<file path="config.mk">
export PLATFORM = sky130hd
export DESIGN_NAME = serial_adder
export DESIGN_NICKNAME = d
export VERILOG_FILES = /design/src/rtl/serial_adder.sv
export SDC_FILE = /design/constraint.sdc
export NUM_CORES = 1
export LEC_CHECK = 0
export BUFFER_PORTS_ARGS = -buffer_cell sky130_fd_sc_hd__buf_2
export CELL_PAD_IN_SITES_DETAIL_PLACEMENT = 0
export CELL_PAD_IN_SITES_GLOBAL_PLACEMENT = 1
export CORE_UTILIZATION = 42
export CTS_CLUSTER_DIAMETER = 30
export CTS_CLUSTER_SIZE = 28
export DETAILED_ROUTE_END_ITERATION = 16
export PLACE_DENSITY = 0.79
export SYNTH_ARGS = -nofsm -noshare
export SYNTH_HDL_FRONTEND = slang
export SYNTH_SLANG_ARGS = --single-unit
</file>
<file path="constraint.sdc">
create_clock -name clk -period 1.35 [get_ports clk]
set_input_delay 0.27 -clock clk [delete_from_list [all_inputs] [get_ports clk]]
set_output_delay 0.27 -clock clk [all_outputs]
set_load 0.01 [all_outputs]
</file>
<file path="src/rtl/serial_adder.sv">
// ---------------------------------------------------------------------------
// serial_adder
//
// Bit-serial adder: computes {cout, sum} = op_a + op_b + cin using a single
// full-adder bit-slice and one carry flip-flop, processing one bit per clock,
// LSB first. A three-state FSM (IDLE -> SHIFT -> DONE -> IDLE) sequences the
// operation; an addition takes exactly WIDTH SHIFT cycles followed by a
// one-cycle DONE.
//
// Parameters
//   WIDTH  operand/result width in bits (1..32)
//
// Ports
//   clk    in   clock, all state updates on the rising edge
//   rst_n  in   asynchronous active-low reset
//   start  in   request to begin an addition, sampled only in IDLE
//   op_a   in   operand A, captured when start is accepted
//   op_b   in   operand B, captured when start is accepted
//   cin    in   carry-in, captured when start is accepted
//   busy   out  high while the addition is in progress (SHIFT)
//   done   out  one-cycle pulse; sum/cout are valid from this cycle on
//   sum    out  registered result, bit i has weight 2^i
//   cout   out  registered final carry-out
// ---------------------------------------------------------------------------
module serial_adder #(
    parameter int WIDTH = 8
) (
    input  logic             clk,
    input  logic             rst_n,
    input  logic             start,
    input  logic [WIDTH-1:0] op_a,
    input  logic [WIDTH-1:0] op_b,
    input  logic             cin,
    output logic             busy,
    output logic             done,
    output logic [WIDTH-1:0] sum,
    output logic             cout
);

    // The bit counter only ever needs to reach WIDTH-1; keep it at least one
    // bit wide so WIDTH=1 still elaborates cleanly.
    localparam int               CNT_W    = (WIDTH > 1) ? $clog2(WIDTH) : 1;
    localparam logic [CNT_W-1:0] LAST_BIT = CNT_W'(WIDTH - 1);
    localparam logic [CNT_W-1:0] CNT_ONE  = CNT_W'(1);

    typedef enum logic [1:0] {
        IDLE  = 2'd0,
        SHIFT = 2'd1,
        DONE  = 2'd2
    } state_t;

    state_t           state_reg, state_next;
    logic [WIDTH-1:0] a_reg, a_next;
    logic [WIDTH-1:0] b_reg, b_next;
    logic [WIDTH-1:0] sum_reg, sum_next;
    logic [CNT_W-1:0] cnt_reg, cnt_next;
    logic             carry_reg, carry_next;
    logic             cout_reg, cout_next;
    logic             busy_reg, busy_next;
    logic             done_reg, done_next;

    // Full-adder bit-slice working on the current LSBs and the carry flop.
    logic bit_sum;
    logic bit_carry;

    assign bit_sum   = a_reg[0] ^ b_reg[0] ^ carry_reg;
    assign bit_carry = (a_reg[0] & b_reg[0]) | ((a_reg[0] ^ b_reg[0]) & carry_reg);

    // Right-shifted views of the operand and result registers. Operands shift
    // in zeros; the result register takes the new sum bit at its MSB so that
    // after WIDTH shifts the first (LSB) result bit has landed in bit 0.
    // Written per bit so that WIDTH=1 degenerates to an empty loop.
    logic [WIDTH-1:0] a_shr;
    logic [WIDTH-1:0] b_shr;
    logic [WIDTH-1:0] sum_shr;

    genvar gi;
    generate
        for (gi = 0; gi < WIDTH - 1; gi++) begin : g_shift
            assign a_shr[gi]   = a_reg[gi+1];
            assign b_shr[gi]   = b_reg[gi+1];
            assign sum_shr[gi] = sum_reg[gi+1];
        end
    endgenerate

    assign a_shr[WIDTH-1]   = 1'b0;
    assign b_shr[WIDTH-1]   = 1'b0;
    assign sum_shr[WIDTH-1] = bit_sum;

    // -----------------------------------------------------------------------
    // State and datapath registers
    // -----------------------------------------------------------------------
    always_ff @(posedge clk or negedge rst_n) begin
        if (!rst_n) begin
            state_reg <= IDLE;
            a_reg     <= '0;
            b_reg     <= '0;
            sum_reg   <= '0;
            cnt_reg   <= '0;
            carry_reg <= 1'b0;
            cout_reg  <= 1'b0;
            busy_reg  <= 1'b0;
            done_reg  <= 1'b0;
        end else begin
            state_reg <= state_next;
            a_reg     <= a_next;
            b_reg     <= b_next;
            sum_reg   <= sum_next;
            cnt_reg   <= cnt_next;
            carry_reg <= carry_next;
            cout_reg  <= cout_next;
            busy_reg  <= busy_next;
            done_reg  <= done_next;
        end
    end

    // -----------------------------------------------------------------------
    // Next-state and datapath control
    // -----------------------------------------------------------------------
    always_comb begin
        state_next = state_reg;
        a_next     = a_reg;
        b_next     = b_reg;
        sum_next   = sum_reg;
        cnt_next   = cnt_reg;
        carry_next = carry_reg;
        cout_next  = cout_reg;

        case (state_reg)
            IDLE: begin
                if (start) begin
                    state_next = SHIFT;
                    a_next     = op_a;
                    b_next     = op_b;
                    carry_next = cin;
                    cnt_next   = '0;
                    sum_next   = '0;
                end
            end

            SHIFT: begin
                a_next     = a_shr;
                b_next     = b_shr;
                sum_next   = sum_shr;
                carry_next = bit_carry;
                cnt_next   = cnt_reg + CNT_ONE;
                // The bit being processed this cycle is the last one, so the
                // carry it produces is the final carry-out.
                if (cnt_reg == LAST_BIT) begin
                    state_next = DONE;
                    cout_next  = bit_carry;
                end
            end

            DONE: begin
                state_next = IDLE;
            end

            default: begin
                state_next = IDLE;
            end
        endcase
    end

    // Status flags are decoded from the next state and registered, so the
    // outputs come straight from flops and track the state register exactly.
    always_comb begin
        busy_next = (state_next == SHIFT);
        done_next = (state_next == DONE);
    end

    assign busy = busy_reg;
    assign done = done_reg;
    assign sum  = sum_reg;
    assign cout = cout_reg;

endmodule

</file>
-- Word level (Yosys, flattened, before mapping)
Index checks and enable logic that the tools add are counted.
W data, S select, Z words.
- bits in read-only memories: 0
- output and inout bits: 11
- logic and storage cells: 37
- bits in writable memories: 0
- memories kept: 0
- input port bits: 20
- latch bits: 0
- register bits after elaboration: 33
- bitwise operators: 5
- muxes and demuxes: 13
- order comparisons: 0
- add/sub/neg operators: 1
- divide/modulo/power cells: 0
- shift operators: 0
- reduce and logical (&&, ||, !) cells: 4
- $mul: 0
- equal/unequal tests: 5
- operators with widths (cell ; number):
    $pmux W8 S2 ; 3
    $mux W8 ; 3
    $pmux W3 S2 ; 1
    $eq A2 B1 Y1 const B ; 2
    $mux W2 ; 2
    $pmux W2 S2 ; 1
    $reduce_and A2 Y1 ; 2
    $add A3 B1 Y3 const B ; 1
    $eq A3 B3 Y1 const B ; 1
    $mux W3 ; 1
    $and A1 B1 Y1 ; 2
    $eq A2 B2 Y1 const B ; 1
    $logic_not A2 Y1 ; 1
    $ne A2 B2 Y1 const B ; 1
    $pmux W1 S2 ; 1
    $reduce_bool A2 Y1 ; 1
    $xor A1 B1 Y1 ; 2
    $mux W1 ; 1
    $or A1 B1 Y1 ; 1

-- Longest topological paths before layout
- depth in word-level cells: 4
- mapped depth: 6

-- Least setup slack after synthesis
No wires, ideal clock.
- kind: register -> register
- start point: register a_reg[0]
- end point: register carry_reg
- period minus slack after synthesis: 1.186 ns
- path buffers: 0
- path slack: 0.164 ns
- arrival time: 1.082 ns
- cell stages (with the launch flop): 4
- cell sequence: dfrtp_1 > inv_1 > fa_1 > a221oi_1
- longest elaborated chain between the ends: 4
- ends and longest elaborated chain (item ; RTL line ; RTL):
    start, declared ; 53 ; logic [WIDTH-1:0] a_reg, a_next;
    start signal, assigned ; 106 ; a_reg <= a_next;
    $xor A1 B1 Y1 ; 67 ; assign bit_carry = (a_reg[0] & b_reg[0]) | ((a_reg[0] ^ b_reg[0]) & carry_reg);
    $and A1 B1 Y1 ; 67 ;
    $or A1 B1 Y1 * ; 67 ;
    $pmux W1 S2 * ; 129 ; case (state_reg)
    end signal, assigned ; 110 ; carry_reg <= carry_next;
    end, declared ; 57 ; logic carry_reg, carry_next;
Every way passes the cells marked *; elsewhere a longest branch is shown, timed or not.
A chain may end at the register's enable or synchronous reset.

-- Final worst setup path
- start point: register state_reg[0]
- end point: register b_reg[7]
- longest elaborated chain between the ends: 3
- ends and longest elaborated chain (item ; RTL line ; RTL):
    start, declared ; 52 ; state_t state_reg, state_next;
    start signal, assigned ; 105 ; state_reg <= state_next;
    $eq A2 B1 Y1 / $logic_not A2 Y1 (equally long branches) ; 129 ;
    $reduce_bool A2 Y1 (no line) / $ne A2 B2 Y1 (equally long branches) ; -- ;
    $reduce_and A2 Y1 (no line) ; -- ;
    end signal, assigned ; 107 ; b_reg <= b_next;
    end, declared ; 54 ; logic [WIDTH-1:0] b_reg, b_next;
Parallel ways exist; a longest one is shown, timed or not.

==> flow_summary.toml <==
[status]
outcome = "finished, final reports clean"

[layout]
fin_cells = 215
nNetsFinal = 191
design_area_mm2 = 0.00187
area_growth_pct = 18.3
seq_area_um2 = 826
multi_input_area_um2 = 643
drive_above_1_share = 0.391
fill_cells = 311
antennaDiodeCount = 0

[global_route]
overflow = 0
grt_start_max_net_pins = 23
antenna_found_initial = 0
first_global_vias = 1167
grt_pass1_wl_mm = 5.51
track_usage = 0.182

[floorplanning]
die_w_um = 63.3
ios = 31
rows = 21
core_mm2 = 0.00347
die_h_um = 63.3
dieArea_mm2 = 0.00401
start_util = 0.455

[worst_setup_path]
arrival_ns = 1.41
reg2reg_from = "state_reg[0]$_DFF_PN0_"
crit_required_ns = 1.50
crit_fanout = 22
start_kind = "flip-flop"
cp-startpoint = "state_reg[0]$_DFF_PN0_"
worstSetupEndpointType = "flip-flop"
path_class = "reg2reg"

[synth]
ys_ff_latch = 33
syn-cell-area_mm2 = 0.00158
synth_warnings = 0
synth_ff_type = "dfrtp_1"
avgSynthCellArea_um2 = 11.8
synth_cell_types = 24
syn_nets = 157
ys_seq_area_frac = 0.523
ys_async_sr_fraction = 1.00
synth_edf_count = 0
postSynthCellCount = 134

[sta]
worst_pin_slew_ns = 0.460
rsz0062_at_grt = "no"
achievable-frequency_ghz = 0.796
setup-violations-final = 0
fin_crit_ns = 1.26
fin_crit_sh = 0.930
slew_headroom = 0.693
fin_skew_ns = 0.00422
hold_viol = 0
drv_slew = 0

[clock_network]
cts_buffers = 5
cts_max_path_buffers = 2
clk_latency_ns = 0.28
path_clk_slew_ns = 0.07
numClockSinks = 33
tritoncts = "built"
htreeDepth = 2
cts_setup_buffers = 0
clock-root-buffer = "clkbuf_8"

[min_path]
min_path_type = "in2reg"
hold_path_startpoint = "op_a[7]"

[place]
port_buffers = 30
place_area_mm2 = 0.00176
globalplace.congestion = 0.755
hpwlAfterDp_mm = 2.18
dp_cells = 206

[drt]
route.detailed.drc = 0
totalWireLength_mm = 3.04
routedWlPerCell_um = 14.1
detail-route-antenna-nets = 0
num_vias = 1166
via_per_inst = 5.42
drt_iter0_markers = 55
dr.pass1.iters = 4

[power]
p_per_area_mw_per_mm2 = 2180
power.total_mw = 4.08
vdd_drop_max_v = 0.000944
power.leakage_nw = 0.847

[job]
drv_cap = 0
cells in the mapped netlist, types with 2 or more instances:
master    n  area share
a22o_1    9       0.050
buf_2     5       0.016
buf_4     2      0.0095
buf_6     5       0.036
dfrtp_1  33        0.52
ha_1      2       0.016
inv_1     6       0.014
mux2i_1   2       0.013
nand2_1   4      0.0095
nor2_1   14       0.033
nor2b_1   2      0.0079
nor3_1    4       0.013
nor3_2    8       0.051
o21ai_0   6       0.019
o22ai_1  14       0.055
o32ai_1   5       0.028
o32ai_2   6       0.062
layout make-up:
type / count / area share
Multi-Input combinational cell: 83 / 0.344
Inverter: 6 / 0.0121
Tap cell: 46 / 0.0308
Timing Repair Buffer: 39 / 0.125
Clock buffer: 5 / 0.0368
Sequential cell: 33 / 0.442
Clock inverter: 3 / 0.00938
metal layers:
layer / vias to the layer above / track usage / part of all wire
li1: 567 / - / -
met1: 562 / 0.244 / 0.48
met2: 33 / 0.269 / 0.45
met3: 4 / 0.0634 / 0.060
met4: 0 / 0.0739 / 0.014
met5: - / 0 / 0
power by group:
part / leakage [nW] / internal [mW] / total [mW] / switching (mW)
registers: 0.400 / 1.43 / 1.76 / 0.334
clock network: 0.0439 / 0.355 / 0.708 / 0.353
logic: 0.402 / 0.764 / 1.61 / 0.843
total: 0.847 / 2.55 / 4.08 / 1.53
cells in the final DEF (no fill, tap or decap), drive strengths merged, types with 2 or more instances in the layout:
cell type	n
inv	6
a22o	9
dfrtp	33
nand2	4
nor2b	2
nor2	15
buf	38
mux2i	2
o21ai	6
o32ai	11
nor3	12
ha	2
nand2b	2
clkinv	2
o22ai	14
clkbuf	5
through the flow:
| stage | TNS, ns | util | setup slack [ns] | hold WS [ns] |
|---|---|---|---|---|
| 3_5_place_dp | -0.0917 | 0.508 | -0.0184 | 0.188 |
| 3_3_place_gp | 0 | 0.508 | 0.0492 | 0.184 |
| 5_1_grt | 0 | 0.539 | 0.00266 | 0.229 |
| 6_report | 0 | 0.539 | 0.0945 | 0.218 |
| 2_1_floorplan | 0 | - | 0.164 | -0.0256 |
| 4_1_cts | 0 | 0.538 | 0.0324 | 0.216 |
cell families (layout without fill, tap and decap cells):
family,after synthesis,after routing,share of synthesized area
compound gates,42,42,0.224
buf+inv,18,53,0.0753
fa+ha+maj,3,3,0.0285
simple gates,36,36,0.136
flops,33,33,0.523
mux,2,2,0.0127
path summary, 6_finish.rpt:
path	end	slack, ns	cells after the start
worst max-delay path	b_reg[7]$_DFFE_PN0P_	0.09	4
worst min-delay path	a_reg[7]$_DFFE_PN0P_	0.22	3
worst max register to register	b_reg[7]$_DFFE_PN0P_	0.09	4
worst min register to register	cnt_reg[0]$_DFFE_PN0P_	0.50	1
max in group asynchronous	cnt_reg[2]$_DFFE_PN0P_	0.52	3
min in group asynchronous	a_reg[4]$_DFFE_PN0P_	0.42	2
critical path, cell delays in order, from the launching register on:
cell	delay [ns]
dfrtp_1	0.45
buf_4	0.33
nor2_1	0.10
o21ai_0	0.15
o21ai_0	0.10
what timing repair did:
item / in CTS / in global routing
setup endpoints to repair: 10 / 1
gates resized for setup: 2 / 1
hold buffers: 1 / 0
hold endpoints to repair: 12 / 0
Power figures use the tool's default switching activity.
